File: src/rtl/route_read_ctrl.sv
// route_read_ctrl: waits for a full row in the route read FIFO, then drains it under a
// 2-word credit into a valid/ready output buffer. Define ROUTE_RD_LAST_EN to add out_last.
module route_read_ctrl #(
    parameter int unsigned WIDTH     = 128,
    parameter int unsigned ADDR_BITS = 10
) (
    input  logic                 clk,
    input  logic                 rst,
    input  logic                 start,
    input  logic [ADDR_BITS:0]   row_words,
    input  logic [15:0]          row_num,
    output logic [ADDR_BITS:0]   m_count,
    input  logic                 fifo_ready,
    output logic                 fifo_rd_en,
    input  logic [WIDTH-1:0]     fifo_dout,
    output logic [WIDTH-1:0]     out_data,
    output logic                 out_valid,
    input  logic                 out_ready,
`ifdef ROUTE_RD_LAST_EN
    output logic                 out_last,
`endif
    output logic                 busy,
    output logic                 done
);

    typedef enum logic [2:0] {ST_IDLE, ST_SETTLE, ST_WAIT, ST_READ, ST_DRAIN} state_t;

    state_t             state_q, state_d;
    logic               settle_q, settle_d;
    logic [ADDR_BITS:0] words_q, words_d;
    logic [ADDR_BITS:0] rd_left_q, rd_left_d;
    logic [15:0]        rows_q, rows_d;
    logic [15:0]        row_cnt_q, row_cnt_d;
    logic               busy_q, busy_d;
    logic               done_q, done_d;
    logic               inflight_q, inflight_d;
    logic [WIDTH-1:0]   mem_q [2];
    logic [WIDTH-1:0]   mem_d [2];
    logic               wr_ptr_q, wr_ptr_d;
    logic               rd_ptr_q, rd_ptr_d;
    logic [1:0]         occ_q, occ_d;

    logic               pop;
    logic               rd_en;
    logic               has_credit;
    logic               last_accept;
    logic [ADDR_BITS:0] row_words_eff;

    assign row_words_eff = (row_words == '0) ? (ADDR_BITS+1)'(1) : row_words;
    assign out_valid     = (occ_q != 2'd0);
    assign out_data      = mem_q[rd_ptr_q];
    assign pop           = out_valid && out_ready;
    // Same-cycle pop frees a slot, which is what sustains one word per cycle.
    assign has_credit    = (({1'b0, occ_q} + {2'b0, inflight_q} - {2'b0, pop}) < 3'd2);
    assign rd_en         = (state_q == ST_READ) && (rd_left_q != '0) && has_credit;
    assign fifo_rd_en    = rd_en;
    assign m_count       = words_q;
    assign busy          = busy_q && !last_accept;
    assign done          = done_q || last_accept;

    always_comb begin
        state_d     = state_q;
        settle_d    = settle_q;
        words_d     = words_q;
        rows_d      = rows_q;
        row_cnt_d   = row_cnt_q;
        rd_left_d   = rd_left_q;
        busy_d      = busy_q;
        done_d      = 1'b0;
        last_accept = 1'b0;
        case (state_q)
            ST_IDLE: begin
                if (start) begin
                    words_d   = row_words_eff;
                    rows_d    = row_num;
                    row_cnt_d = '0;
                    if (row_num == '0) begin
                        done_d = 1'b1;
                    end else begin
                        state_d  = ST_SETTLE;
                        settle_d = 1'b0;
                        busy_d   = 1'b1;
                    end
                end
            end
            ST_SETTLE: begin
                if (settle_q) state_d = ST_WAIT;
                else          settle_d = 1'b1;
            end
            ST_WAIT: begin
                if (fifo_ready) begin
                    state_d   = ST_READ;
                    rd_left_d = words_q;
                end
            end
            ST_READ: begin
                if (rd_en) begin
                    rd_left_d = rd_left_q - (ADDR_BITS+1)'(1);
                    if (rd_left_q == (ADDR_BITS+1)'(1)) state_d = ST_DRAIN;
                end
            end
            ST_DRAIN: begin
                // Nothing in flight and one word left: this pop completes the row.
                if (!inflight_q && pop && (occ_q == 2'd1)) begin
                    row_cnt_d = row_cnt_q + 16'd1;
                    if ((row_cnt_q + 16'd1) == rows_q) begin
                        state_d     = ST_IDLE;
                        busy_d      = 1'b0;
                        last_accept = 1'b1;
                    end else begin
                        state_d  = ST_SETTLE;
                        settle_d = 1'b0;
                    end
                end
            end
            default: state_d = ST_IDLE;
        endcase
    end

    always_comb begin
        mem_d = mem_q;
        if (inflight_q) mem_d[wr_ptr_q] = fifo_dout;
        wr_ptr_d   = wr_ptr_q ^ inflight_q;
        rd_ptr_d   = rd_ptr_q ^ pop;
        occ_d      = occ_q + 2'(inflight_q) - 2'(pop);
        inflight_d = rd_en;
    end

    always_ff @(posedge clk) begin
        if (rst) begin
            state_q    <= ST_IDLE;
            settle_q   <= 1'b0;
            words_q    <= '0;
            rows_q     <= '0;
            row_cnt_q  <= '0;
            rd_left_q  <= '0;
            busy_q     <= 1'b0;
            done_q     <= 1'b0;
            inflight_q <= 1'b0;
            mem_q      <= '{default: '0};
            wr_ptr_q   <= 1'b0;
            rd_ptr_q   <= 1'b0;
            occ_q      <= 2'd0;
        end else begin
            state_q    <= state_d;
            settle_q   <= settle_d;
            words_q    <= words_d;
            rows_q     <= rows_d;
            row_cnt_q  <= row_cnt_d;
            rd_left_q  <= rd_left_d;
            busy_q     <= busy_d;
            done_q     <= done_d;
            inflight_q <= inflight_d;
            mem_q      <= mem_d;
            wr_ptr_q   <= wr_ptr_d;
            rd_ptr_q   <= rd_ptr_d;
            occ_q      <= occ_d;
        end
    end

`ifdef ROUTE_RD_LAST_EN
    logic last_mem_q [2];
    logic last_mem_d [2];
    logic last_fl_q, last_fl_d;

    assign out_last = out_valid && last_mem_q[rd_ptr_q];

    always_comb begin
        last_mem_d = last_mem_q;
        if (inflight_q) last_mem_d[wr_ptr_q] = last_fl_q;
        last_fl_d = rd_en && (rd_left_q == (ADDR_BITS+1)'(1));
    end

    always_ff @(posedge clk) begin
        if (rst) begin
            last_mem_q <= '{default: 1'b0};
            last_fl_q  <= 1'b0;
        end else begin
            last_mem_q <= last_mem_d;
            last_fl_q  <= last_fl_d;
        end
    end
`endif

endmodule

File: config.mk
export PLATFORM = sky130hd
export DESIGN_NAME = route_read_ctrl
export DESIGN_NICKNAME = d
export VERILOG_FILES = /design/src/rtl/route_read_ctrl.sv
export SDC_FILE = /design/constraint.sdc
export NUM_CORES = 1
export LEC_CHECK = 0
export CORE_MARGIN = 2
export CORE_UTILIZATION = 46
export CTS_CLUSTER_SIZE = 16
export DETAILED_ROUTE_END_ITERATION = 12
export HOLD_SLACK_MARGIN = 0.02
export PLACE_DENSITY = 0.76
export SLEW_MARGIN = 25
export SYNTH_ARGS = -nofsm -noshare
export SYNTH_HDL_FRONTEND = slang
export SYNTH_SLANG_ARGS = --single-unit
File: constraint.sdc
create_clock -name clk -period 2.75 [get_ports clk]
set_clock_uncertainty 0.2 [all_clocks]
set_input_delay 0.275 -clock clk [delete_from_list [all_inputs] [get_ports clk]]
set_output_delay 0.275 -clock clk [all_outputs]
set_load 0.02 [all_outputs]
==> flow_summary.toml, run 1 <==
[status]
outcome = "finished, violations left"
violations = "setup timing"

[cts]
ctsHoldBuffers = 0
cts_tree = "yes"
cts_root_buf = "clkbuf_16"
cts.sinks = 321
cts_buffers = 36
clockBufferDepth = 3
htree_levels = 2
clkLatencyLatePin_ps = 510
clk_pin_slew_ps = 60

[worst_setup_path]
worstSetupEndpoint = "done"
crit_type = "register to primary output"
reg2reg_slack_ps = -100
cp-start-kind = "register"
cp_max_fo = 3
worstPathCellList = "ha_4 > and4_4 > nand2_4 > or3_4 > a22oi_2 > nand4_1 > nor3_2 > buf_4 > a21o_1 > buf_6"
crit_start = "row_cnt_q[0]$_SDFFE_PP0P_"
slowest_delay_ps = 350
cp.depth = 10
cp_top_family = "simple AND/OR/NAND/NOR gates"
arrival_ps = 2540
end_kind = "primary output"
critical_path_buf_inv_count = 2
slowest_stage = "dfxtp_2"
ff2ff_path_depth = 14
r2r_start = "occ_q[0]$_SDFF_PP0_"
critPathRequiredTime_ps = 2280
rr_endpoint = "rd_left_q[1]$_SDFFE_PP0P_"

[yosys]
synth_fp_nets = 1608
synth-simple-area-share_pct = 14.44
synthAdderAreaFrac_pct = 0.7709
yosysMostFrequentCell = "dfxtp_1"
ys_warn_count = 0
synth_flop_cell = "dfxtp_1"
yosysUniqueCellTypes = 61
synth_top_area_share_pct = 46.04
synth_area_leader_cell = "dfxtp_1"
netlist_area_sq_um = 13960
synth-compound-area-share_pct = 4.831
synth-edff-count = 0
yosys_register_bits = 321
synth.area.top_cells = "dfxtp_1 46%, mux2i_1 19%, mux2_2 10%"
synthArstFlopShare_pct = 0
synth-xor-area-share_pct = 1.694
ys_seq_area_share_pct = 46.04
synth.area.mux_share_pct = 28.83
syn_avg_cell_area_sq_um = 9.693
synth_top_family_by_area = "multiplexers"
postSynthCellCount = 1440
synth_commonest_cells = "321 x dfxtp_1, 292 x nor2_1, 258 x mux2i_1"

[placement]
dpl.hpwl_um = 25070
port_buffers = 302
pre_cts_slack_ps = -630.0
gp_congestion = 0.8830
placed_cells = 2107

[flow_run]
drv_cap = 0

[sta]
fin_crit_sh_pct = 109.8
finalHoldViolCount = 0
rsz0062_at_grt = "true"
finalSetupViolations = 15
holdWs_ps = 117.1
slew-limit-headroom_pct = 38.47
setup_ws_ps = -268.2
max_freq_ghz = 0.3313
drv_slew = 0
tightest_slew_ps = 922.9
fin_crit_ps = 3018

[power]
intPower_mw = 8.337
pwr-share-seq_pct = 44.0
clockPowerShare_pct = 44.7
power.switching_mw = 2.659
combPwrFrac_pct = 11.3
ir_drop_mv = 0.4238
p_leak_nw = 7.201
switching_share_pct = 24.18
pwr_density_cell_nw_per_um2 = 569.4
p_total_mw = 11.00

[route]
routedWlPerCell_um = 17.10
drc_errors = 0
drt_iter0_markers = 566
route.vias.total = 11359
via_per_inst = 5.215
firstDrtPassIters = 5
drt_wl_total_um = 37240
ant_nets = 0

[min_path]
hold_class = "input pin to register"
hold_depth = 2

[global_routing]
grt_antenna_before_repair = 2
grt-ovfl-total = 0
first_global_vias = 11513
grt_pass1_wl_um = 58100
grt_util_all_layers_pct = 22.49
grt_max_degree = 143

[final_layout]
drive_above_1_share_pct = 17.87
fill_cells = 2368
multiInputGateArea_sq_um = 7263
final-seq-area_sq_um = 6435
areaGrowthSynthToFinish_pct = 38.34
layoutNonFillerInstCount = 2178
final_core_util_pct = 64.81
finalNetCount = 1927

[floorplanning]
die_height_um = 178.2
design.core.area_sq_um = 29800
ios = 303
design.die.area_sq_um = 31750
start_util_pct = 46.85
rows = 63
die_w_um = 178.2
-- worst min-delay path by stage --
| stage | endpoint | start | slack [ps] |
|---|---|---|---|
| floorplan | rows_q[10]$_SDFFE_PP0P_ | row_num[10] | 210 |
| global placement | rd_left_q[6]$_SDFFE_PP0P_ | rd_left_q[6]$_SDFFE_PP0P_ | 260 |
| detailed placement | rows_q[6]$_SDFFE_PP0P_ | rows_q[6]$_SDFFE_PP0P_ | 270 |
| CTS | state_q[2]$_SDFFE_PP0P_ | rst | 100 |
| global route | rows_q[13]$_SDFFE_PP0P_ | row_num[13] | 140 |
| finish | mem_q[235]$_SDFFE_PP0P_ | rst | 120 |
-- power groups by stage --
stage	combinational (mW)	clock, mW	sequential (mW)
floorplan	0.603	0	4.93
global placement	1.15	0	4.93
detailed placement	1.17	0	4.94
CTS	1.19	5.04	4.83
global route	1.35	5.22	4.84
finish	1.25	4.91	4.83
-- cell families after synthesis --
group | Yosys count
AO/OA/AOI/OAI | 115
XOR/XNOR | 27
adder cells (fa/ha/maj) | 8
buffers and inverters | 111
flip-flops | 321
multiplexers | 386
AND/OR/NAND/NOR | 472
-- area by class of cell --
type,count,share of cell area (%)
Inverter,10,0.1944
Multi-Input combinational cell,1008,37.61
Antenna cell,3,0.03888
Clock inverter,12,1.024
Clock buffer,52,5.339
Tap cell,390,2.527
Sequential cell,321,33.32
Timing Repair Buffer,382,19.94
-- flip-flops by register name, indices dropped and copies added, names as in the netlist --
name        flops
mem_q         256
row_cnt_q      16
rows_q         16
m_count        11
rd_left_q      11
state_q         3
occ_q           2
busy_q          1
done_q          1
inflight_q      1
rd_ptr_q        1
settle_q        1
wr_ptr_q        1
-- through the flow --
stage          TNS [ps]  instance area, sq um
6_report          -1210                 19310
5_1_grt           -2790                 19310
4_1_cts           -1004                 19070
3_5_place_dp      -8059                 17770
3_3_place_gp      -6786                 17770
2_1_floorplan         0                 13960
-- timing repair --
action | 4_1_cts | 5_1_grt
setup endpoints to repair | 15 | 27
hold endpoints to repair | 0 | 0
resized for setup | 41 | 58
pin swaps | 17 | 18
buffers inserted | 3 | 0
gates cloned | 0 | 1
-- per-layer routing --
layer	part of all wire [%]	vias up	global-route usage (%)
li1	-	5585	-
met1	42	5384	26.94
met2	48	305	38.52
met3	6.3	85	5.477
met4	3.8	0	9.350
met5	0	-	0
-- cell usage in the layout, fill, tap and decap left out, drive strengths merged, types with 4 or more instances in the layout --
master,Yosys,final
mux2i,258,258
a21oi,57,57
nor2b,4,4
dlymetal6s2s,0,16
o31ai,5,5
nor4,12,12
xor2,10,10
nor2,293,293
ha,7,7
bufinv,0,4
nand4,11,11
nor3,16,16
inv,10,11
buf,34,83
nand3,13,13
clkinv,0,6
mux2,128,128
and3,4,4
clkdlybuf4s50,0,282
nand2,94,94
o21ai,28,28
clkbuf,67,53
xnor2,17,17
or3,7,7
nand3b,4,4
dfxtp,321,321
(Power assumes the default switching activity.)
==> inputs of run 2 (changes only) <==
- ABC_AREA: not set -> 1
- PLACE_DENSITY: 0.76 -> 0.77
==> run 2 against run 1 <==
  * The flow still finishes with violations (setup timing)
  * Maximum frequency is 0.78% higher
  * Final area is 1.5% lower
  * Clock power is 5.7% lower
  * Non-clock buffer count is 11 lower
  * Cell count is 27% higher
  * Synthesized cell count is 44% higher
  * Die area is 0.83% lower
  * Global-route usage is 4.3 points higher
  * Total power is 15% higher
  * Combinational power is 120% higher
  * Utilization is 0.61 points lower
  * Critical endpoint is now fifo_rd_en
==> flow_summary.toml, run 2 <==
[status]
outcome = "finished, violations left"
violations = "setup timing"

[cts]
cts_tree = "yes"
clk_pin_slew_ps = 60
clkLatencyLatePin_ps = 500
htree_levels = 2
cts_buffers = 36
cts_root_buf = "clkbuf_16"
clockBufferDepth = 3
cts.sinks = 321
ctsHoldBuffers = 0

[global_routing]
grt-ovfl-total = 0
grt_antenna_before_repair = 2
grt_max_degree = 129
first_global_vias = 14263
met2_usage_pct = 45.40
grtUsageMet3_pct = 8.076
grt_util_met1_pct = 31.36
gr-max-usage-layer = "met2"
grt_util_all_layers_pct = 26.82
grt_pass1_wl_um = 69420

[yosys]
netlist_area_sq_um = 13840
synth.area.top_cells = "dfxtp_1 46%, nor2_1 16%, nand2_1 14%"
synthArstFlopShare_pct = 0
synth_commonest_cells = "579 x nor2_1, 507 x nand2_1, 321 x dfxtp_1"
yosys_register_bits = 321
yosysUniqueCellTypes = 39
synth_flop_cell = "dfxtp_1"
synth-edff-count = 0
synth_top_area_share_pct = 46.43
synth_area_leader_cell = "dfxtp_1"
postSynthCellCount = 2068
synth_fp_nets = 2236
yosysMostFrequentCell = "nor2_1"
ys_seq_area_share_pct = 46.43
ys_warn_count = 0
syn_avg_cell_area_sq_um = 6.692

[final_layout]
final_core_util_pct = 64.19
largest-register = "mem_q"
layout_commonest_cell = "nor2_1"
largest_reg_flops = 256
drive_above_1_share_pct = 8.520
fill_cells = 2550
layoutNonFillerInstCount = 2763
areaGrowthSynthToFinish_pct = 37.47
multiInputGateArea_sq_um = 6898
finalNetCount = 2517
fin_area_sq_um = 19030
final-seq-area_sq_um = 6442
top_regs = "mem_q: 256 flops, row_cnt_q: 16 flops, rows_q: 16 flops"
final_cell_mix = "577 x nor2_1, 500 x nand2_1, 314 x dfxtp_1"

[power]
p_leak_nw = 8.628
pwr_density_cell_nw_per_um2 = 662.6
ir_drop_mv = 0.4686

[worst_setup_path]
crit_start = "occ_q[0]$_SDFF_PP0_"
cp-start-kind = "register"
slowest_delay_ps = 490
cp_max_fo = 2
reg2reg_slack_ps = -200
rr_endpoint = "rd_left_q[10]$_SDFFE_PP0P_"
critPathRequiredTime_ps = 2280
r2r_start = "occ_q[0]$_SDFF_PP0_"
arrival_ps = 2520
worstPathCellList = "inv_2 > nand2_4 > nand2_4 > xor2_1 > inv_1 > ha_2 > fa_1 > a21oi_2 > o21ai_1 > nor2_1 > nand2_1 > inv_2 > buf_6"
end_kind = "primary output"
slowest_stage = "fa_1"
crit_type = "register to primary output"
worstSetupEndpoint = "fifo_rd_en"
ff2ff_path_depth = 18

[sta]
finalHoldViolCount = 0
max_freq_ghz = 0.3339
fin_crit_ps = 2995
rsz0062_at_grt = "true"
drv_slew = 0
slew-limit-headroom_pct = 58.87
tightest_slew_ps = 617.0
fin_crit_sh_pct = 108.9
fin_tns_setup_ps = -2526
setup_ws_ps = -244.9
finalSetupViolations = 17

[route]
ant_nets = 0
via_per_inst = 5.246
drc_errors = 0
route.vias.total = 14494
drt_wl_total_um = 43840
drt_iter0_markers = 1111
routedWlPerCell_um = 15.87
firstDrtPassIters = 5

[min_path]
hold_class = "input pin to register"

[floorplanning]
die_height_um = 177.5
rows = 63
start_util_pct = 46.69
die_w_um = 177.5
design.die.area_sq_um = 31490
design.core.area_sq_um = 29640
ios = 303

[placement]
placed_cells = 2687
dpl.hpwl_um = 27520
gp_congestion = 0.8571
place_area_sq_um = 17470
port_buffers = 302
pre_cts_slack_ps = -565.0

[flow_run]
drv_cap = 0
[run 2: report_power, final]
part | internal, mW | total, mW | leakage [nW] | switching (mW)
Combinational | 1.15 | 2.80 | 5.48 | 1.65
Sequential | 4.95 | 5.18 | 2.60 | 0.229
Clock | 2.77 | 4.63 | 0.548 | 1.87
Total | 8.87 | 12.6 | 8.63 | 3.74
[run 2: final cells by class]
type                            instances  share of cell area, %
Inverter                               68                  1.513
Clock buffer                           54                  5.406
Timing Repair Buffer                  371                  19.79
Tap cell                              390                  2.565
Multi-Input combinational cell       1550                  36.26
Timing Repair inverter                  1                0.08549
Clock inverter                          6                 0.4998
Antenna cell                            2                0.02631
Sequential cell                       321                  33.86
[run 2: how the worst min path moves through the flow]
stage                                       from                       to  cells past startpoint
after detailed placement  rows_q[7]$_SDFFE_PP0P_   rows_q[7]$_SDFFE_PP0P_                      2
after global routing               fifo_dout[23]  mem_q[151]$_SDFFE_PP0P_                      3
after floorplan                      row_num[10]  rows_q[10]$_SDFFE_PP0P_                      2
after CTS                          fifo_dout[26]   mem_q[26]$_SDFFE_PP0P_                      3
final                              fifo_dout[26]  mem_q[154]$_SDFFE_PP0P_                      3
after global placement     settle_q$_SDFFE_PP0P_    settle_q$_SDFFE_PP0P_                      2
[run 2: stage by stage]
step	hold WS [ps]	total power, mW
after global placement	263.4	7.693
after floorplan	209.9	6.709
after global routing	163.4	13.16
final	166.5	12.61
after CTS	155.1	12.47
after detailed placement	269.4	7.738
[run 2: repair_timing]
item | CTS | global route
setup endpoints to repair | 17 | 61
gates resized for setup | 67 | 42
buffers inserted | 9 | 4
pin swaps | 19 | 20
cloned | 1 | 1
[run 2: worst max-delay path, delay by kind of cell (launching register included)]
family	cells	cell delay (ps)
xor+xnor	1	140
compound gates	2	220
fa+ha+maj	2	670
buf+inv	4	310
simple gates	4	340
flops	1	360
[run 2: logic make-up after synthesis]
family | Yosys count | synth area share [%]
AOI/OAI and AO/OA | 362 | 13.37
xor gates and xnor gates | 12 | 0.9583
adders and majority gates | 8 | 0.7775
buffers and inverters | 197 | 5.424
DFF | 321 | 46.43
and+or+nand+nor | 1168 | 33.03
[run 2: metal layers]
layer | vias to the layer above | part of all wire [%] | wire length, um
met3 | 113 | 8.7 | 3824
met1 | 6774 | 40 | 17590
met5 | - | 0 | 0
met2 | 515 | 47 | 20550
li1 | 7092 | - | -
met4 | 0 | 4.3 | 1882
==> inputs of run 3 (changes only) <==
- CORE_UTILIZATION: 46 -> 28
- PLACE_DENSITY: 0.77 -> not set
==> run 3 against run 2 <==
  * The run still ends with setup timing left
  * Worst setup slack got worse by 27 ps
  * Sequential share of layout area down 1.3 points
  * Via count shrank 0.81%
  * Non-clock buffer count rose by 10
  * Total power increased by 5.4%
  * Global-route usage decreased by 8.7 points
  * Critical path depth unchanged
  * Clock power rose by 15%
  * First-iteration DRC count fell by 23%
  * Die area up 63%
  * Maximum frequency is 0.90% lower
  * Routed wire length rose by 9.4%
  * Critical path type unchanged
==> flow_summary.toml, run 3 (synthesis gave the netlist of run 2 again) <==
[cts]
cts_buffers = 40
cts_root_buf = "clkbuf_16"
cts.sinks = 321
clkLatencyLatePin_ps = 560
htree_levels = 2
clockBufferDepth = 3
cts_tree = "yes"
clk_pin_slew_ps = 60

[global_routing]
grt_pass1_wl_um = 73880
grt-ovfl-total = 0
first_global_vias = 14125
grt_antenna_before_repair = 6
grt_util_all_layers_pct = 18.07
grt_max_degree = 129

[sta]
max_freq_ghz = 0.3309
tightest_slew_ps = 630.1
slew-limit-headroom_pct = 57.60
finalSetupViolations = 11
fin_crit_ps = 3022
fin_tns_setup_ps = -1040
drv_slew = 0
fin_crit_sh_pct = 109.9
holdWs_ps = 114.4
setup_ws_ps = -272.0
rsz0062_at_grt = "true"
finalHoldViolCount = 0

[placement]
dpl.hpwl_um = 29300
gp_congestion = 0.8368
place_area_sq_um = 17830
placed_cells = 2960
port_buffers = 302
pre_cts_slack_ps = -448.0

[status]
outcome = "finished, violations left"
violations = "setup timing"

[floorplanning]
die_height_um = 226.3
design.core.area_sq_um = 48850
start_util_pct = 28.33
design.die.area_sq_um = 51220
rows = 81
ios = 303
die_w_um = 226.3

[route]
drc_errors = 0
drt_wl_total_um = 47940
via_per_inst = 4.703
ant_nets = 0
route.vias.total = 14377
drt_iter0_markers = 858
routedWlPerCell_um = 15.68
firstDrtPassIters = 5

[worst_setup_path]
arrival_ps = 2550
cp_max_fo = 5
critPathRequiredTime_ps = 2280
cp-start-kind = "register"
crit_type = "register to primary output"
end_kind = "primary output"

[final_layout]
final_core_util_pct = 40.51
largest_reg_flops = 256
finalNetCount = 2531
areaGrowthSynthToFinish_pct = 42.97
drive_above_1_share_pct = 10.03
top_regs = "mem_q: 256 flops, row_cnt_q: 16 flops, rows_q: 16 flops"
final_cell_mix = "576 x nor2_1, 495 x nand2_1, 313 x dfxtp_1"
fin_area_sq_um = 19790
layout_commonest_cell = "nor2_1"
largest-register = "mem_q"
layoutNonFillerInstCount = 3057

[power]
p_leak_nw = 9.256
pwr_density_cell_nw_per_um2 = 671.5
p_total_mw = 13.29
ir_drop_mv = 0.4457

[flow_run]
drv_cap = 0

[min_path]
hold_class = "input pin to register"
-- run 3: cell count changes in the layout (fill, tap and decap cells not counted), sizes merged --
cell / delta
inv: +3
dlygate4sd2: +8
buf: +9
clkdlybuf4s50: -29
dlymetal6s2s: +21
bufinv: +1
clkinv: +5
clkbuf: +3
diode: -1
-- run 3: layer usage --
metal	up-vias	global-route usage [%]	wire length, um
met5	-	0	71
met4	10	6.791	1368
met3	91	5.650	3634
met2	349	30.36	22610
met1	6792	21.56	20250
li1	7135	-	-
-- run 3: final timing paths --
check	start	end	slack, ps	depth (start not counted)
hold / removal	fifo_dout[56]	mem_q[56]$_SDFFE_PP0P_	110	3
setup / recovery	row_cnt_q[0]$_SDFFE_PP0P_	busy	-270	13
hold reg to reg	rows_q[12]$_SDFFE_PP0P_	rows_q[12]$_SDFFE_PP0P_	280	2
setup reg to reg	occ_q[0]$_SDFF_PP0_	rd_left_q[10]$_SDFFE_PP0P_	-70	18
-- run 3: worst max-delay path, stage by stage (launching register included) --
cell and delay (ps):
dfxtp_4 360, ha_4 160, nand2_4 60, nor2_4 170, buf_6 140, nand3_2 90
xnor3_1 210, nand2_1 60, nor2_2 130, nand4_2 130, or2_4 260, nand2_2 60
inv_2 40, buf_6 120
-- run 3: repair_timing --
item,4_1_cts,5_1_grt
gates resized for setup,60,94
gates cloned,2,2
hold buffers,0,0
setup endpoints to repair,75,55
setup buffers,14,10
hold endpoints to repair,0,0
pin swaps,20,29
-- run 3: final cells by class --
| type | instances | area, sq um |
|---|---|---|
| fillers | 4988 | 29060 |
| multi-input cells | 1550 | 6904 |
| flip-flops and latches | 321 | 6444 |
| repair buffers | 381 | 3985 |
| clock buffers | 56 | 1151 |
| well taps | 664 | 830.8 |
| inverters | 68 | 280.3 |
| clock inverters | 15 | 180.2 |
| repair inverters | 1 | 8.758 |
| diodes | 1 | 2.502 |
-- run 3: power by group --
group	internal (mW)	switching, mW
sequential	4.95	0.230
clock	3.21	2.12
combinational	1.16	1.62
